$ cat src/rtl/seq_mult6_ctrl_if.sv
// rtl/seq_mult6_ctrl_if.sv - operand/result bundle for the sequential 6x6 multiplier
//
// Signals:
//   start    request; sampled by the multiplier only while idle
//   a, b     6-bit unsigned multiplicand / multiplier, sampled with start
//   busy     high while an operation (add or done phase) is in flight
//   done     one-cycle pulse; product is valid in that cycle
//   product  12-bit result register, holds between operations
// master: requester side; slave: multiplier side.
interface seq_mult6_ctrl_if;
  logic        start;
  logic [5:0]  a;
  logic [5:0]  b;
  logic        busy;
  logic        done;
  logic [11:0] product;

  modport master (output start, output a, output b,
                  input  busy,  input  done, input product);
  modport slave  (input  start, input  a,  input  b,
                  output busy,  output done, output product);
endinterface

$ cat src/rtl/twelveBitFullAdder.sv
// rtl/twelveBitFullAdder.sv - 12-bit ripple-carry adder
//
// Ports:
//   A, B  12-bit addends
//   Cin   carry in
//   Sum   12-bit sum
//   Cout  carry out of bit 11
module twelveBitFullAdder (
  input  logic [11:0] A,
  input  logic [11:0] B,
  input  logic        Cin,
  output logic [11:0] Sum,
  output logic        Cout
);
  logic carry;

  // Carry is rippled through a single variable so the chain stays a plain
  // sequence of full-adder cells.
  always_comb begin
    Sum   = '0;
    carry = Cin;
    for (int i = 0; i < 12; i++) begin
      Sum[i] = A[i] ^ B[i] ^ carry;
      carry  = (A[i] & B[i]) | (carry & (A[i] ^ B[i]));
    end
    Cout = carry;
  end
endmodule

$ cat src/rtl/seq_mult6_ctrl.sv
// rtl/seq_mult6_ctrl.sv - sequential 6x6 unsigned shift-and-add multiplier controller
//
// Ports:
//   clk     system clock, rising edge
//   rst_n   asynchronous active-low reset
//   bus     seq_mult6_ctrl_if.slave: start/a/b in, busy/done/product out
// Parameter:
//   EARLY_EXIT  0: always 6 add cycles; 1: finish once remaining multiplier bits are zero
module seq_mult6_ctrl #(
  parameter bit EARLY_EXIT = 1'b0
) (
  input  logic                clk,
  input  logic                rst_n,
  seq_mult6_ctrl_if.slave     bus
);
  typedef enum logic [1:0] {ST_IDLE, ST_ADD, ST_DONE} state_t;

  state_t      state_q,   state_d;
  logic [11:0] mcand_q,   mcand_d;
  logic [5:0]  mplier_q,  mplier_d;
  logic [11:0] acc_q,     acc_d;
  logic [2:0]  cnt_q,     cnt_d;
  logic [11:0] product_q, product_d;

  logic [11:0] addend;
  logic [11:0] sum;
  logic        adder_cout_unused;

  // Partial product for this step: multiplicand gated by the current multiplier LSB.
  assign addend = mcand_q & {12{mplier_q[0]}};

  // 63*63 fits in 12 bits, so the carry out never matters.
  twelveBitFullAdder u_adder (
    .A    (acc_q),
    .B    (addend),
    .Cin  (1'b0),
    .Sum  (sum),
    .Cout (adder_cout_unused)
  );

  always_comb begin
    state_d   = state_q;
    mcand_d   = mcand_q;
    mplier_d  = mplier_q;
    acc_d     = acc_q;
    cnt_d     = cnt_q;
    product_d = product_q;
    case (state_q)
      ST_IDLE: begin
        if (bus.start) begin
          mcand_d  = {6'b0, bus.a};
          mplier_d = bus.b;
          acc_d    = '0;
          cnt_d    = '0;
          state_d  = ST_ADD;
        end
      end
      ST_ADD: begin
        acc_d    = sum;
        mcand_d  = {mcand_q[10:0], 1'b0};
        mplier_d = {1'b0, mplier_q[5:1]};
        cnt_d    = cnt_q + 3'd1;
        // Product is captured on the way into DONE so it is already valid
        // while done is high.
        if (cnt_q == 3'd5 || (EARLY_EXIT && mplier_d == 6'd0)) begin
          product_d = sum;
          state_d   = ST_DONE;
        end
      end
      ST_DONE: begin
        state_d = ST_IDLE;
      end
      default: begin
        state_d = ST_IDLE;
      end
    endcase
  end

  always_ff @(posedge clk or negedge rst_n) begin
    if (!rst_n) begin
      state_q   <= ST_IDLE;
      mcand_q   <= '0;
      mplier_q  <= '0;
      acc_q     <= '0;
      cnt_q     <= '0;
      product_q <= '0;
    end else begin
      state_q   <= state_d;
      mcand_q   <= mcand_d;
      mplier_q  <= mplier_d;
      acc_q     <= acc_d;
      cnt_q     <= cnt_d;
      product_q <= product_d;
    end
  end

  // Moore outputs: decoded from state only.
  assign bus.busy    = (state_q != ST_IDLE);
  assign bus.done    = (state_q == ST_DONE);
  assign bus.product = product_q;
endmodule

$ cat src/flat_wrapper.sv
// flat-port wrapper written by rule: the top's interface ports become plain ports
module seq_mult6_ctrl_flat 
#(
  parameter bit EARLY_EXIT = 1'b0
)
  (clk, rst_n, bus_start, bus_a, bus_b, bus_busy, bus_done, bus_product);
  seq_mult6_ctrl_if bus_i ();
  input  logic clk;
  input  logic rst_n;
  input wire logic [$bits(bus_i.start)-1:0] bus_start;
  input wire logic [$bits(bus_i.a)-1:0] bus_a;
  input wire logic [$bits(bus_i.b)-1:0] bus_b;
  output wire logic [$bits(bus_i.busy)-1:0] bus_busy;
  output wire logic [$bits(bus_i.done)-1:0] bus_done;
  output wire logic [$bits(bus_i.product)-1:0] bus_product;
  assign bus_i.start = bus_start;
  assign bus_i.a = bus_a;
  assign bus_i.b = bus_b;
  assign bus_busy = bus_i.busy;
  assign bus_done = bus_i.done;
  assign bus_product = bus_i.product;
  seq_mult6_ctrl #(.EARLY_EXIT(EARLY_EXIT)) u_core (.clk(clk), .rst_n(rst_n), .bus(bus_i));
endmodule
$ cat config.mk
export PLATFORM = sky130hd
export DESIGN_NAME = seq_mult6_ctrl_flat
export DESIGN_NICKNAME = d
export VERILOG_FILES = /design/src/rtl/seq_mult6_ctrl_if.sv /design/src/rtl/twelveBitFullAdder.sv /design/src/rtl/seq_mult6_ctrl.sv /design/src/flat_wrapper.sv
export SDC_FILE = /design/constraint.sdc
export NUM_CORES = 1
export LEC_CHECK = 0
export BUFFER_PORTS_ARGS = -buffer_cell sky130_fd_sc_hd__buf_2
export CORE_MARGIN = 1.5
export CORE_UTILIZATION = 35
export DETAILED_ROUTE_END_ITERATION = 7
export GPL_TIMING_DRIVEN = 1
export PLACE_DENSITY_LB_ADDON = 0.05
export SLEW_MARGIN = 20
export SYNTH_ARGS = -nofsm -noshare
export SYNTH_HDL_FRONTEND = slang
export SYNTH_HIERARCHICAL = 1
export SYNTH_SLANG_ARGS = --single-unit
$ cat constraint.sdc
create_clock -name clk -period 8.47 [get_ports clk]
set_input_delay 1.694 -clock clk [delete_from_list [all_inputs] [get_ports clk]]
set_output_delay 1.694 -clock clk [all_outputs]
set_load 0.02 [all_outputs]
==> flow_metrics.env <==
export IMPL_clkSlewWorstSetupHoldPaths_ps=90
export IMPL_antenna_found_initial=0
export IMPL_area_delta_synth_final_pct=11.6
export IMPL_slew_violations=0
export IMPL_grt_pass1_vias=1645
export IMPL_drc_errors=0
export IMPL_grt_busiest_layer="met2"
export IMPL_layout_min_cycle_time_ps=5680
export IMPL_grt_util_met1_pct=19.1
export IMPL_gr_usage_all_layers_pct=14.3
export IMPL_tns_ps=0
export IMPL_initial_core_util_pct=36.1
export IMPL_powerDensity_nw_per_um2=433
export IMPL_die_area_um2=7010
export IMPL_cts_setup_buffers=0
export IMPL_drt_pass1_iterations=4
export IMPL_postSynthCellCount=183
export IMPL_critPathLaunchType="flop"
export IMPL_vias_per_cell=5.20
export IMPL_crit_fanout=14
export IMPL_hpwl_um=3000
export IMPL_whs_endpoint="u_core/mcand_q[11]"
export IMPL_setup_viol=0
export IMPL_drive_gt1_share_pct=24.2
export IMPL_portBuffers=28
export IMPL_cts_made_buffers=5
export IMPL_cts_root_buf="clkbuf_8"
export IMPL_worst_ep_arrival_time_ps=5920
export IMPL_dpl_worst_slack_ps=2840
export IMPL_status="finished clean"
export IMPL_tightest_slew_ps=622
export IMPL_chipWidth_um=83.8
export IMPL_final_hold_viol_count=0
export IMPL_p_leak_nw=1.21
export IMPL_r2r_end="u_core/acc_q[11]"
export IMPL_grt_pass1_wl_um=7890
export IMPL_cts_sink_count=47
export IMPL_cts_tree="yes"
export IMPL_regToRegStartpoint="u_core/mplier_q[0]"
export IMPL_clock_fmax_ghz=0.176
export IMPL_skew_ps=7.35
export IMPL_drt_iter0_drc=96
export IMPL_htreeDepth=2
export IMPL_grtUsageMet3_pct=3.17
export IMPL_synth_nets=212
export IMPL_hp_class="reg -> reg"
export IMPL_n_antenna_cell=0
export IMPL_insertion_delay_ps=300
export IMPL_peakVddDrop_v=0.000158
export IMPL_wl_per_cell_um=15.9
export IMPL_synth_warnings=6
export IMPL_pin_count=29
export IMPL_cp_required_ps=8700
export IMPL_finalNonFillerCells=284
export IMPL_grt_overflow_total=0
export IMPL_cts_resized_gates=0
export IMPL_coreArea_um2=6310
export IMPL_via_count=1477
export IMPL_rsz0062_at_grt="false"
export IMPL_finalCritPeriodShare_pct=67.1
export IMPL_rows=29
export IMPL_die_y_um=83.8
export IMPL_postCtsHoldBufs=0
export IMPL_antenna_left=0
export IMPL_grt_max_degree=48
export IMPL_syn_area_per_cell_um2=12.5
export IMPL_fill_cells=646
export IMPL_cap_viol_max_count=0
export IMPL_slew_headroom_pct=58.5
export IMPL_dp_cells=277
export IMPL_r2r_cells=18
export IMPL_crit_path_end_kind="flop"
export IMPL_min_path_cells=1
export IMPL_cts_buffer_depth=2
export IMPL_reg2reg_slack_ps=2790
export IMPL_routed_wl_um=4520
export IMPL_grt_use_met2_pct=22.4
export IMPL_critPathKind="reg -> reg"
export IMPL_fin_ws_ps=2790
export IMPL_nNetsFinal=236
export IMPL_netlist_area_um2=2280
export IMPL_hold_start="u_core/mcand_q[11]"
export IMPL_gp_congestion=0.703
## critical path, cell delays in order (launching register included)
cell     delay (ps)
dfrtp_1         510
and2_1          240
fa_1            390
inv_1            80
fa_1            160
inv_1            60
fa_1            380
fa_1            400
fa_1            400
fa_1            400
fa_1            390
fa_1            390
fa_1            390
fa_1            390
fa_1            360
inv_1            70
fa_1            400
inv_1            80
a22o_1          130
## stage by stage
step | utilization [%] | power [mW] | instance area (µm²) | hold WS (ps)
after detailed placement | 38.9 | 0.982 | 2460 | 486
after CTS | 40.3 | 1.12 | 2540 | 506
after floorplan | - | 0.847 | 2280 | 458
after global routing | 40.3 | 1.21 | 2550 | 528
after global placement | 38.9 | 0.961 | 2460 | 480
final | 40.3 | 1.10 | 2550 | 495
## metal layers
layer,vias to the layer above,share of wire (%)
met3,10,3.7
li1,691,-
met2,40,47
met4,0,2.1
met1,736,47
met5,-,0
## worst max-delay path by stage
stage	startpoint	end	slack [ps]
detailed placement	u_core/mplier_q[0]	u_core/bus.product[11]	2840
finish	u_core/mplier_q[0]	u_core/acc_q[11]	2790
floorplan	u_core/mplier_q[0]	u_core/bus.product[11]	3190
CTS	u_core/mplier_q[0]	u_core/acc_q[11]	2780
global route	u_core/mplier_q[0]	u_core/acc_q[11]	2490
global placement	u_core/mplier_q[0]	u_core/bus.product[11]	2860
## cell type report
type                    count  area, µm²  area share [%]
flip-flops and latches     47       1180            46.2
multi-input cells         111        988            38.8
clock buffers               6       82.6            3.24
repair buffers             29        150            5.89
well taps                  77       96.3            3.78
inverters                  13       48.8            1.92
clock inverters             1       5.00           0.196
## registers in the layout, summed over array words and instances, names as in the netlist
| register | cells |
|---|---|
| u_core/bus.product | 12 |
| u_core/cnt_q | 3 |
| u_core/mcand_q | 12 |
| u_core/state_q | 2 |
| u_core/mplier_q | 6 |
| u_core/acc_q | 12 |
## layout by cell type, fill, tap and decap left out, types with 2 or more instances in the layout
master / instances
a21oi_1: 10
mux2_4: 9
and2_1: 12
nand2b_1: 2
a22o_1: 18
dfrtp_1: 47
inv_1: 13
nand2_1: 7
nor2_1: 2
mux2_2: 3
buf_4: 2
ha_1: 2
buf_2: 27
o21ai_0: 6
o22ai_1: 20
fa_1: 12
clkbuf_8: 6
## power by group
group | internal (mW) | leakage, nW | switching (mW)
clock | 0.0642 | 0.0470 | 0.0737
combinational | 0.269 | 0.586 | 0.266
sequential | 0.337 | 0.574 | 0.0915
(Power assumes the default switching activity.)
